### src/rtl/alu_pkg.sv
// Shared constants for the ALU issue controller: ALU function codes, opcodes,
// FSM states and operand-2 select.
package alu_pkg;

  localparam logic [5:0] FN_SLL  = 6'b000000;
  localparam logic [5:0] FN_SRL  = 6'b000010;
  localparam logic [5:0] FN_SRA  = 6'b000011;
  localparam logic [5:0] FN_SLLV = 6'b000100;
  localparam logic [5:0] FN_SRLV = 6'b000110;
  localparam logic [5:0] FN_MULT = 6'b011000;
  localparam logic [5:0] FN_DIV  = 6'b011010;
  localparam logic [5:0] FN_ADDU = 6'b100001;
  localparam logic [5:0] FN_SUB  = 6'b100010;
  localparam logic [5:0] FN_SUBU = 6'b100011;
  localparam logic [5:0] FN_AND  = 6'b100100;
  localparam logic [5:0] FN_OR   = 6'b100101;
  localparam logic [5:0] FN_XOR  = 6'b100110;
  localparam logic [5:0] FN_NOR  = 6'b100111;
  localparam logic [5:0] FN_SLT  = 6'b101010;
  localparam logic [5:0] FN_BEQ  = 6'b111000;
  localparam logic [5:0] FN_BNE  = 6'b111001;
  localparam logic [5:0] FN_BLEZ = 6'b111010;
  localparam logic [5:0] FN_BGTZ = 6'b111011;
  localparam logic [5:0] FN_BGEZ = 6'b111100;
  localparam logic [5:0] FN_LUI  = 6'b111101;

  localparam logic [5:0] OP_RTYPE  = 6'b000000;
  localparam logic [5:0] OP_REGIMM = 6'b000001;
  localparam logic [5:0] OP_BEQ    = 6'b000100;
  localparam logic [5:0] OP_BNE    = 6'b000101;
  localparam logic [5:0] OP_BLEZ   = 6'b000110;
  localparam logic [5:0] OP_BGTZ   = 6'b000111;
  localparam logic [5:0] OP_ADDIU  = 6'b001001;
  localparam logic [5:0] OP_LUI    = 6'b001111;

  localparam logic [4:0] RT_BGEZ = 5'b00001;

  typedef enum logic [1:0] {IDLE, DECODE, EXEC, WB} state_t;
  typedef enum logic [1:0] {SEL_RT, SEL_ZEXT, SEL_SEXT} in2_sel_t;

endpackage

### src/rtl/alu_decode.sv
// Combinational instruction decoder: instruction fields to ALU func, operand-2
// select, destination and branch/illegal flags. ALU_MULDIV_EN enables mult/div.
module alu_decode
  import alu_pkg::*;
(
  input  logic [5:0] opcode,
  input  logic [4:0] rt,
  input  logic [4:0] rd,
  input  logic [5:0] funct,
  output logic [5:0] func,
  output in2_sel_t   in2_sel,
  output logic [4:0] dest,
  output logic       is_branch,
  output logic       illegal
);

  // Illegal instructions keep the ADDU code so alu_func never carries garbage.
  always_comb begin
    func      = FN_ADDU;
    in2_sel   = SEL_RT;
    dest      = 5'd0;
    is_branch = 1'b0;
    illegal   = 1'b0;
    case (opcode)
      OP_RTYPE: begin
        case (funct)
          FN_XOR, FN_SLL, FN_SLLV, FN_SRL, FN_SRLV, FN_SRA, FN_SUB, FN_SUBU,
          FN_SLT, FN_OR, FN_NOR, FN_ADDU, FN_AND: begin
            func = funct;
            dest = rd;
          end
`ifdef ALU_MULDIV_EN
          FN_MULT, FN_DIV: begin
            func = funct;
            dest = rd;
          end
`endif
          default: illegal = 1'b1;
        endcase
      end
      OP_REGIMM: begin
        if (rt == RT_BGEZ) begin
          func      = FN_BGEZ;
          is_branch = 1'b1;
        end else begin
          illegal = 1'b1;
        end
      end
      OP_BEQ: begin
        func      = FN_BEQ;
        is_branch = 1'b1;
      end
      OP_BNE: begin
        func      = FN_BNE;
        is_branch = 1'b1;
      end
      OP_BLEZ: begin
        func      = FN_BLEZ;
        is_branch = 1'b1;
      end
      OP_BGTZ: begin
        func      = FN_BGTZ;
        is_branch = 1'b1;
      end
      OP_LUI: begin
        func    = FN_LUI;
        in2_sel = SEL_ZEXT;
        dest    = rt;
      end
      OP_ADDIU: begin
        func    = FN_ADDU;
        in2_sel = SEL_SEXT;
        dest    = rt;
      end
      default: illegal = 1'b1;
    endcase
  end

endmodule

### src/rtl/alu_issue.sv
// Multi-cycle issue controller: accept, decode, execute on the external ALU,
// then emit one writeback/branch/illegal pulse. ALU_MULDIV_EN enables mult/div.
module alu_issue
  import alu_pkg::*;
(
  input  logic        clk,
  input  logic        rst,
  input  logic [31:0] instr,
  input  logic        instr_valid,
  output logic        instr_ready,
  input  logic [31:0] rs_data,
  input  logic [31:0] rt_data,
  output logic [31:0] alu_in1,
  output logic [31:0] alu_in2,
  output logic [5:0]  alu_func,
  input  logic [31:0] alu_out,
  input  logic        alu_zero,
  output logic        wb_valid,
  output logic [4:0]  wb_reg,
  output logic [31:0] wb_data,
  output logic        br_valid,
  output logic        br_taken,
  output logic [31:0] br_offset,
  output logic        illegal
);

  state_t      state_q, state_d;
  logic [31:0] instr_q, rs_q, rt_q;
  logic        wb_en_q, br_q, ill_q;

  logic [5:0]  dec_func;
  in2_sel_t    dec_in2_sel;
  logic [4:0]  dec_dest;
  logic        dec_branch, dec_illegal;
  logic [15:0] imm;
  logic [31:0] in2_d;
  logic        taken_d;

  // alu_zero is deliberately ignored and the rs field is already resolved
  // into rs_data by the register file.
  logic unused_ok;
  assign unused_ok = ^{alu_zero, instr_q[25:21]};

  assign imm = instr_q[15:0];

  alu_decode u_decode (
    .opcode    (instr_q[31:26]),
    .rt        (instr_q[20:16]),
    .rd        (instr_q[15:11]),
    .funct     (instr_q[5:0]),
    .func      (dec_func),
    .in2_sel   (dec_in2_sel),
    .dest      (dec_dest),
    .is_branch (dec_branch),
    .illegal   (dec_illegal)
  );

  always_ff @(posedge clk) begin
    if (rst) state_q <= IDLE;
    else     state_q <= state_d;
  end

  always_comb begin
    state_d = state_q;
    case (state_q)
      IDLE:    if (instr_valid) state_d = DECODE;
      DECODE:  state_d = EXEC;
      EXEC:    state_d = WB;
      WB:      state_d = IDLE;
      default: state_d = IDLE;
    endcase
  end

  always_comb begin
    instr_ready = (state_q == IDLE);
    wb_valid    = (state_q == WB) && wb_en_q;
    br_valid    = (state_q == WB) && br_q;
    illegal     = (state_q == WB) && ill_q;
  end

  always_comb begin
    in2_d = rt_q;
    if (dec_in2_sel == SEL_ZEXT)      in2_d = {16'h0000, imm};
    else if (dec_in2_sel == SEL_SEXT) in2_d = {{16{imm[15]}}, imm};
  end

  // Branches resolve here with signed compares instead of via the ALU.
  always_comb begin
    taken_d = 1'b0;
    case (dec_func)
      FN_BEQ:  taken_d = (rs_q == rt_q);
      FN_BNE:  taken_d = (rs_q != rt_q);
      FN_BLEZ: taken_d = ($signed(rs_q) <= 32'sd0);
      FN_BGTZ: taken_d = ($signed(rs_q) >  32'sd0);
      FN_BGEZ: taken_d = ($signed(rs_q) >= 32'sd0);
      default: taken_d = 1'b0;
    endcase
  end

  always_ff @(posedge clk) begin
    if (rst) begin
      instr_q   <= '0;
      rs_q      <= '0;
      rt_q      <= '0;
      alu_in1   <= '0;
      alu_in2   <= '0;
      alu_func  <= FN_ADDU;
      wb_reg    <= '0;
      wb_data   <= '0;
      br_taken  <= 1'b0;
      br_offset <= '0;
      wb_en_q   <= 1'b0;
      br_q      <= 1'b0;
      ill_q     <= 1'b0;
    end else begin
      case (state_q)
        IDLE: begin
          if (instr_valid) begin
            instr_q <= instr;
            rs_q    <= rs_data;
            rt_q    <= rt_data;
          end
        end
        DECODE: begin
          alu_func  <= dec_func;
          alu_in1   <= rs_q;
          alu_in2   <= in2_d;
          wb_reg    <= dec_dest;
          br_taken  <= taken_d;
          br_offset <= {{14{imm[15]}}, imm, 2'b00};
          wb_en_q   <= !dec_illegal && !dec_branch && (dec_dest != 5'd0);
          br_q      <= dec_branch;
          ill_q     <= dec_illegal;
        end
        EXEC:    wb_data <= alu_out;
        default: ;
      endcase
    end
  end

endmodule
### config.mk
export PLATFORM = sky130hd
export DESIGN_NAME = alu_issue
export DESIGN_NICKNAME = d
export VERILOG_FILES = /design/src/rtl/alu_pkg.sv /design/src/rtl/alu_decode.sv /design/src/rtl/alu_issue.sv
export SDC_FILE = /design/constraint.sdc
export NUM_CORES = 1
export LEC_CHECK = 0
export CELL_PAD_IN_SITES_DETAIL_PLACEMENT = 1
export CELL_PAD_IN_SITES_GLOBAL_PLACEMENT = 1
export CORE_MARGIN = 1
export CORE_UTILIZATION = 31
export CTS_BUF_LIST = sky130_fd_sc_hd__clkbuf_16
export DETAILED_ROUTE_END_ITERATION = 8
export PLACE_DENSITY = 0.87
export SETUP_SLACK_MARGIN = 0.2
export SLEW_MARGIN = 20
export SYNTH_ARGS = -nofsm -noshare
export SYNTH_HDL_FRONTEND = slang
export SYNTH_SLANG_ARGS = --single-unit
### constraint.sdc
create_clock -name clk -period 1.95 [get_ports clk]
set_input_delay 0.195 -clock clk [delete_from_list [all_inputs] [get_ports clk]]
set_output_delay 0.195 -clock clk [all_outputs]
set_load 0.01 [all_outputs]
==> impl_metrics.yaml, run 1 <==
die:
  die_w_um: 170
  die_y_um: 170
  dieArea_um2: 29100
  rows: 61
  coreArea_um2: 27900
  start_util_pct: 31.6
  ios: 276
detailed_routing:
  drc: 0
  num_vias: 8356
  drt-total-wl_um: 31900
  dr.pass1.iters: 5
  ant_nets: 0
  drt_iter0_drc: 356
  wl_per_cell_um: 18.9
  viasPerCell: 4.95
synth:
  synth.most_common_cell: "nand2_1"
  synth_area_leader_cell: "dfxtp_1"
  netlist_area_um2: 8800
  synthTopCellsByArea: "dfxtp_1, nand2_1, mux2i_1"
  synth_top_area_share_pct: 50.1
  ys_warn_count: 0
  avgSynthCellArea_um2: 8.44
  yosys_most_used_dff: "dfxtp_1"
  ys_ff_latch: 220
  yosys.cell_types.count: 44
  ys_seq_area_share_pct: 50.1
  async_reset_ff_share_pct: 0
  synth_common_cells: "nand2_1, dfxtp_1, nor2_1"
  syn-instance-count: 1043
  synth_edf_count: 0
timing:
  relSlewSlack_pct: 63.0
  clock.fmax_mhz: 530
  whs_ns: 0.0362
  post-route-period-util_pct: 96.7
  slew_viol_final: 0
  worst_pin_slew_ns: 0.554
  finalClockSkew_ns: 0.0159
  hold_viol: 0
  worst_slack_ns: 0.0642
  post-route-min-period_ns: 1.89
  finalSetupViolations: 0
  rsz0062_at_grt: "yes"
power_and_ir_drop:
  powerDensity_nw_per_um2: 1330
  vdd_drop_max_uv: 560
  leakagePower_nw: 4.85
cts:
  cts_tree: "built"
  htree_levels: 1
  clkLatencyLatePin_ns: 0.52
  cts.clk_slew.worst_paths_ns: 0.06
  cts_hold_buf: 0
  clock-root-buffer: "clkbuf_16"
  numClockSinks: 220
  ctsLongestPathBuffers: 3
  cts_buffers: 25
placement:
  dp_hpwl_um: 22800
  place_congestion: 0.886
  place_ws_ns: 0.0495
  io_buffers: 267
critical_path:
  r2r.worst_path.cells: 6
  cp_num_cells: 6
  critical_path.max_fanout: 3
  crit_end: "br_taken"
  critPathKind: "reg -> reg"
  crit_buf_inv: 1
  max_stage_delay_ns: 0.44
  r2r_slack_ns: 0.06
  critPathLaunch: "instr_q[20]"
  crit_path_start_kind: "register"
  worstPathArrival_ns: 2.33
  crit_path_end_kind: "register"
  r2r_start: "instr_q[20]"
  crit_slowest_cell: "or4_4"
  path_cells: "nor4_4 > nand4_1 > a31oi_2 > inv_2 > or4_4 > o31ai_4"
  crit_family: "simple AND/OR/NAND/NOR gates"
  r2r_end: "br_taken"
  worstPathRequired_ns: 2.39
global_routing:
  grt_usage_pct: 21.2
  grt_max_degree: 120
  grt.overflow.total: 0
  grt_pass1_wl_um: 48200
  grt_pass1_vias: 8693
  antenna_found_initial: 0
layout:
  multi_input_area_um2: 4200
  diodes: 0
  final_nets: 1435
  regArea_um2: 4430
  fillers: 3177
  area_growth_pct: 48.8
  drive_gt1_share_pct: 10.2
min_path:
  hold_path_class: "in -> reg"
flow_run:
  drv_cap: 0
run_status:
  outcome: "complete, no violations"
logic make-up (layout without fill, tap and decap cells):
| group | Yosys count | count (layout) | share of synthesized area [%] |
|---|---|---|---|
| flip-flops | 220 | 220 | 50.1 |
| AND/OR/NAND/NOR | 434 | 434 | 20.3 |
| adder cells (fa/ha/maj) | 4 | 4 | 0.569 |
| other | 1 | 2 | 0.0426 |
| AO/OA/AOI/OAI | 172 | 172 | 11.4 |
| multiplexers | 85 | 85 | 9.67 |
| XOR/XNOR | 32 | 32 | 3.19 |
| buffers and inverters | 95 | 360 | 4.83 |
stage by stage:
stage / cell area, µm² / instances / power (mW) / setup TNS (ns) / util (%)
after detailed placement: 12000 / 1638 / 12.6 / 0 / 43.0
after global placement: 12000 / 1638 / 12.4 / 0 / 43.0
after global routing: 13100 / 1687 / 18.3 / -0.0102 / 47.0
after floorplan: 8800 / 1044 / 9.62 / 0 / -
final: 13100 / 1687 / 17.4 / 0 / 47.0
after CTS: 12800 / 1681 / 17.2 / 0 / 46.1
cell usage in the layout (no fill, tap or decap), drive strengths merged, types with 2 or more instances in the layout:
master           n
o21ai            6
a31oi            3
nand2          236
nor2           135
buf             51
nand4           12
nand2b           4
clkinv           7
dlygate4sd2      3
and2             6
ha               4
conb             2
xnor2           32
and3             2
nand3            6
a221oi           7
inv             10
mux2i           85
o211a            2
nor2b            3
nor4            11
a311oi          17
dfxtp          220
a21oi          127
clkdlybuf4s50  254
nor3b            2
a211oi           3
clkbuf          25
dlymetal6s2s     8
nor3            13
layer usage:
metal | GRT usage [%] | part of all wire, %
met4 | 7.76 | 2.9
met1 | 25.7 | 42
met2 | 37.4 | 50
met3 | 3.79 | 5.2
met5 | 0 | 0
worst min-delay path by stage:
stage                            from           end  slack, ns  cells after the start
after global placement    instr_q[30]   instr_q[30]       0.46                      2
after global routing              rst  br_offset[2]       0.04                      2
after detailed placement      wb_en_q       wb_en_q       0.48                      2
final                             rst  br_offset[3]       0.04                      2
after CTS                         rst  br_offset[3]       0.02                      2
after floorplan             instr[20]   instr_q[20]       0.32                      2
repair_timing:
action | CTS | global route
gates resized for setup | 32 | 52
buffers inserted | 5 | 5
setup endpoints to repair | 43 | 61
pin swaps | 8 | 11
cloned | 1 | 1
layout make-up:
class,count,area share (%)
well taps,378,3.61
clock buffers,25,4.78
repair buffers,317,24.9
inverters,6,0.172
multi-input cells,729,32.1
clock inverters,12,0.602
flip-flops and latches,220,33.8
report_power, final:
part | internal (mW) | total, mW | switching (mW)
combinational | 3.32 | 6.93 | 3.61
clock | 2.41 | 4.21 | 1.80
sequential | 5.40 | 6.24 | 0.831
No activity file was read; power rests on OpenSTA's default activity.
==> run 2: changes to the inputs <==
--- a/config.mk
+++ b/config.mk
@@ -8,10 +8,10 @@
 export CELL_PAD_IN_SITES_DETAIL_PLACEMENT = 1
 export CELL_PAD_IN_SITES_GLOBAL_PLACEMENT = 1
 export CORE_MARGIN = 1
-export CORE_UTILIZATION = 31
+export CORE_UTILIZATION = 34
 export CTS_BUF_LIST = sky130_fd_sc_hd__clkbuf_16
 export DETAILED_ROUTE_END_ITERATION = 8
-export PLACE_DENSITY = 0.87
+export PLACE_DENSITY = 0.9
 export SETUP_SLACK_MARGIN = 0.2
 export SLEW_MARGIN = 20
 export SYNTH_ARGS = -nofsm -noshare
==> constraint.sdc (replaced) <==
create_clock -name clk -period 1.9 [get_ports clk]
set_input_delay 0.19 -clock clk [delete_from_list [all_inputs] [get_ports clk]]
set_output_delay 0.19 -clock clk [all_outputs]
set_load 0.01 [all_outputs]
==> run 2 against run 1 <==
The flow now finishes with violations (negative setup slack); clock power is 1% higher; sequential power is 2% higher; combinational power hardly changed; routed wire length is 0.19% higher; utilization is 4.3 points higher; clock-buffer cell count stayed put; critical path type unchanged; largest cell class unchanged.
==> impl_metrics.yaml, run 2 (synthesis results as in run 1) <==
die:
  rows: 58
  coreArea_um2: 25300
  start_util_pct: 34.8
  ios: 276
  die_w_um: 163
  die_y_um: 163
  dieArea_um2: 26500
timing:
  rsz0062_at_grt: "yes"
  slew_viol_final: 0
  finalClockSkew_ns: 0.0262
  timing.setup.tns_ns: -0.0217
  clock.fmax_mhz: 520
  worst_pin_slew_ns: 0.542
  post-route-period-util_pct: 101
  worst_slack_ns: -0.0217
  hold_viol: 0
  post-route-min-period_ns: 1.92
  finalSetupViolations: 1
  relSlewSlack_pct: 63.7
global_routing:
  grt.overflow.total: 0
  grt_pass1_wl_um: 47600
  antenna_found_initial: 0
  grt_pass1_vias: 8693
  grt_usage_pct: 22.7
  grt_max_degree: 107
placement:
  place_congestion: 0.832
  io_buffers: 267
  dpl_cell_area_um2: 11900
  placed_cells: 1592
  dp_hpwl_um: 21900
layout:
  final_cell_mix: "clkdlybuf4s50_1, nand2_1, dfxtp_1"
  diodes: 0
  layout_commonest_cell: "clkdlybuf4s50_1"
  area_growth_pct: 47.2
  regArea_um2: 4430
  drive_gt1_share_pct: 10.4
  final_cells: 1644
  multi_input_area_um2: 4180
  finish.utilization_pct: 51.3
  fillers: 2867
  fin_area_um2: 13000
  final_nets: 1434
detailed_routing:
  drc: 0
  dr.pass1.iters: 5
  drt-total-wl_um: 32000
  drt_iter0_drc: 381
  wl_per_cell_um: 19.4
  viasPerCell: 5.13
  ant_nets: 0
  num_vias: 8430
min_path:
  hold_path_class: "in -> reg"
critical_path:
  critical_path.max_fanout: 3
  worstPathArrival_ns: 2.37
  worstPathRequired_ns: 2.35
  crit_path_end_kind: "register"
  critPathKind: "reg -> reg"
  r2r_slack_ns: -0.02
  crit_path_start_kind: "register"
cts:
  ctsLongestPathBuffers: 3
  cts_buffers: 24
  cts.clk_slew.worst_paths_ns: 0.06
  clock-root-buffer: "clkbuf_16"
  clkLatencyLatePin_ns: 0.53
  numClockSinks: 220
  htree_levels: 1
  cts_tree: "built"
flow_run:
  drv_cap: 0
run_status:
  violations: "negative setup slack"
  outcome: "finished with violations"
power_and_ir_drop:
  vdd_drop_max_uv: 679
  leakagePower_nw: 4.92
  powerDensity_nw_per_um2: 1350
[run 2: changes by cell type in the layout (fill, tap and decap cells not counted), moves of 3 or more]
cell	before	now
dlymetal6s2s_1	8	11
dfxtp_2	7	10
buf_4	30	35
dlygate4sd2_1	3	6
buf_12	10	6
dfxtp_1	209	206
clkbuf_2	0	3
clkdlybuf4s50_1	254	245
clkinv_2	2	5
inv_1	8	11
a311oi_1	14	11
[run 2: cell type report]
class	count	area share (%)
clock buffers	25	4.83
flip-flops and latches	220	34.2
repair buffers	317	24.8
well taps	330	3.19
inverters	6	0.174
clock inverters	17	0.541
multi-input cells	729	32.3
[run 2: routing by layer]
layer  track usage, %  share of wire, %  vias up
met5                0                 0        -
met4             7.86               3.1        0
met3             4.69               6.1       62
met2             39.5                49      266
met1             27.6                42     4115
li1                 -                 -     3987
[run 2: repair_timing]
| action | 4_1_cts | 5_1_grt |
|---|---|---|
| gates cloned | 0 | 3 |
| setup buffers | 5 | 2 |
| gates resized for setup | 38 | 58 |
| setup endpoints to repair | 65 | 93 |
| pin swaps | 2 | 15 |
| hold buffers | 0 | 0 |
[run 2: critical path, cell delays in order (launching register included)]
cell	delay (ns)
dfxtp_2	0.34
nor4_4	0.32
nand4_1	0.15
a31oi_2	0.30
inv_2	0.06
or4_4	0.48
o31ai_2	0.19
[run 2: path summary, 6_finish.rpt]
kind	startpoint	end	cells past startpoint
worst max-delay path	instr_q[20]	br_taken	6
worst max register to register	instr_q[20]	br_taken	6
worst min-delay path	rst	br_offset[9]	2
worst min register to register	wb_en_q	wb_en_q	2
[run 2: through the flow]
stage | worst slack, ns | hold WS, ns | power [mW]
floorplan | 0.114 | 0.318 | 9.88
global placement | 0.00491 | 0.456 | 12.6
detailed placement | -0.0957 | 0.464 | 12.9
CTS | 0.0555 | 0.0345 | 17.3
global route | -0.0997 | 0.0553 | 18.5
finish | -0.0217 | 0.0536 | 17.5
[run 2: power by group]
group | internal (mW) | switching, mW | leakage [nW]
Sequential | 5.55 | 0.837 | 1.80
Clock | 2.35 | 1.90 | 0.373
Combinational | 3.23 | 3.67 | 2.75
Total | 11.1 | 6.40 | 4.92
==> run 3: changes to the inputs <==
--- a/config.mk
+++ b/config.mk
@@ -10,6 +10,7 @@
 export CORE_MARGIN = 1
 export CORE_UTILIZATION = 34
 export CTS_BUF_LIST = sky130_fd_sc_hd__clkbuf_16
+export CTS_CLUSTER_DIAMETER = 40
 export DETAILED_ROUTE_END_ITERATION = 8
 export PLACE_DENSITY = 0.9
 export SETUP_SLACK_MARGIN = 0.2
==> run 3 against run 2 <==
The flow still finishes with violations (negative setup slack); worst hold slack improved by 0.0045 ns; via count grew 3.0%; combinational power increased by 7.5%; global-route usage increased by 1.2 points; die area unchanged; sequential cell count is the same; non-clock buffer count increased by 8; clock power up 39%; critical path type unchanged; critical endpoint unchanged; highest routed layer unchanged.
==> impl_metrics.yaml, run 3 (synthesis results as in run 1) <==
cts:
  cts_tree: "built"
  clock-root-buffer: "clkbuf_16"
  cts.clk_slew.worst_paths_ns: 0.06
  numClockSinks: 220
  ctsLongestPathBuffers: 3
  htree_levels: 2
  cts_buffers: 35
  clkLatencyLatePin_ns: 0.52
critical_path:
  crit_path_start_kind: "register"
  crit_buf_inv: 1
  critPathLaunch: "instr_q[17]"
  crit_path_end_kind: "register"
  worstPathRequired_ns: 2.33
  critical_path.max_fanout: 3
  max_stage_delay_ns: 0.42
  critPathKind: "reg -> reg"
  worstPathArrival_ns: 2.38
  path_cells: "nor4_4 > nand4_1 > a31oi_2 > inv_2 > or4_4 > o31ai_2"
  crit_slowest_cell: "or4_4"
  crit_family: "simple AND/OR/NAND/NOR gates"
  r2r_start: "instr_q[17]"
layout:
  final_nets: 1453
  regArea_um2: 4440
  multi_input_area_um2: 4240
  fin_area_um2: 13500
  drive_gt1_share_pct: 12.9
  fillers: 2843
  diodes: 0
  area_growth_pct: 53.6
  layout_commonest_cell: "clkdlybuf4s50_1"
  final_cell_mix: "clkdlybuf4s50_1, nand2_1, dfxtp_1"
min_path:
  hold_start: "rst"
  hold_path_class: "in -> reg"
run_status:
  outcome: "finished with violations"
  violations: "negative setup slack"
detailed_routing:
  drt-total-wl_um: 34000
  wl_per_cell_um: 20.4
  ant_nets: 0
  dr.pass1.iters: 4
  num_vias: 8682
  drc: 0
  viasPerCell: 5.19
  drt_iter0_drc: 439
global_routing:
  grt_pass1_wl_um: 49500
  grt_max_degree: 107
  antenna_found_initial: 0
  grt.overflow.total: 0
  grt_usage_pct: 23.9
  grt_pass1_vias: 8956
power_and_ir_drop:
  vdd_drop_max_uv: 646
  leakagePower_nw: 5.21
  power.total_mw: 19.8
  powerDensity_nw_per_um2: 1460
placement:
  place_congestion: 0.832
  dp_hpwl_um: 21900
  dpl_cell_area_um2: 11900
  io_buffers: 267
die:
  start_util_pct: 34.8
  ios: 276
  die_w_um: 163
  die_y_um: 163
  coreArea_um2: 25300
  dieArea_um2: 26500
  rows: 58
flow_run:
  drv_cap: 0
timing:
  hold_viol: 0
  post-route-period-util_pct: 103
  slew_viol_final: 0
  worst_pin_slew_ns: 0.515
  rsz0062_at_grt: "yes"
  finalClockSkew_ns: 0.0306
  clock.fmax_mhz: 513
  finalSetupViolations: 1
  post-route-min-period_ns: 1.95
  relSlewSlack_pct: 65.5
  worst_slack_ns: -0.0500
-- run 3: cell count changes in the layout (fill, tap and decap cells not counted), moves of 3 or more --
cell / delta
a221oi_1: -3
buf_6: +7
clkbuf_16: +10
clkinv_4: +5
dfxtp_2: -3
dlygate4sd2_1: -4
dlymetal6s2s_1: +3
inv_6: +7
-- run 3: worst paths after layout --
| check | slack, ns | to | cells past startpoint |
|---|---|---|---|
| setup / recovery | -0.05 | br_taken | 6 |
| hold / removal | 0.06 | br_offset[9] | 2 |
| setup reg to reg | -0.05 | br_taken | 6 |
| hold reg to reg | 0.48 | alu_in2[9] | 2 |
-- run 3: final cells by class --
cell class	instances	area share, %
clock buffer	35	6.48
clock inverter	27	1.48
inverter	6	0.167
multi-input combinational	729	31.4
sequential	220	32.8
tap	330	3.05
timing repair buffer	325	24.6
-- run 3: routing by layer --
metal / wire length, µm / part of all wire, % / global-route usage (%) / vias to the layer above
met4: 1190 / 3.5 / 9.18 / 0
met2: 17200 / 50 / 41.6 / 312
met1: 13500 / 40 / 28.4 / 4251
met3: 2140 / 6.3 / 5.37 / 81
li1: - / - / - / 4038
met5: 0 / 0 / 0 / -
-- run 3: worst register-to-register path: cells and delay by family (launching register included) --
kind	cells	cell delay (ns)
and+or+nand+nor	3	0.90
AOI/OAI and AO/OA	2	0.55
DFF	1	0.36
buffers and inverters	1	0.06
-- run 3: power breakdown --
| group | switching, mW | leakage [nW] | internal (mW) |
|---|---|---|---|
| registers | 0.879 | 1.80 | 5.55 |
| clock network | 2.38 | 0.545 | 3.54 |
| logic | 3.92 | 2.86 | 3.50 |
| total | 7.18 | 5.21 | 12.6 |
-- run 3: metrics by stage --
stage	hold WS, ns	util, %	TNS (ns)	setup slack [ns]	instances
after floorplan	0.318	-	0	0.114	1044
after global placement	0.456	47.2	0	0.00491	1592
after detailed placement	0.464	47.2	-0.105	-0.0957	1592
after CTS	0.0455	52.1	0	0.0299	1664
after global routing	0.0785	53.5	-0.151	-0.146	1672
final	0.0581	53.5	-0.0500	-0.0500	1672
-- run 3: repair_timing --
item,in CTS,in global routing
resized for setup,27,85
hold buffers,0,0
pin swaps,2,19
setup buffers,9,5
setup endpoints to repair,60,82
cloned,1,3
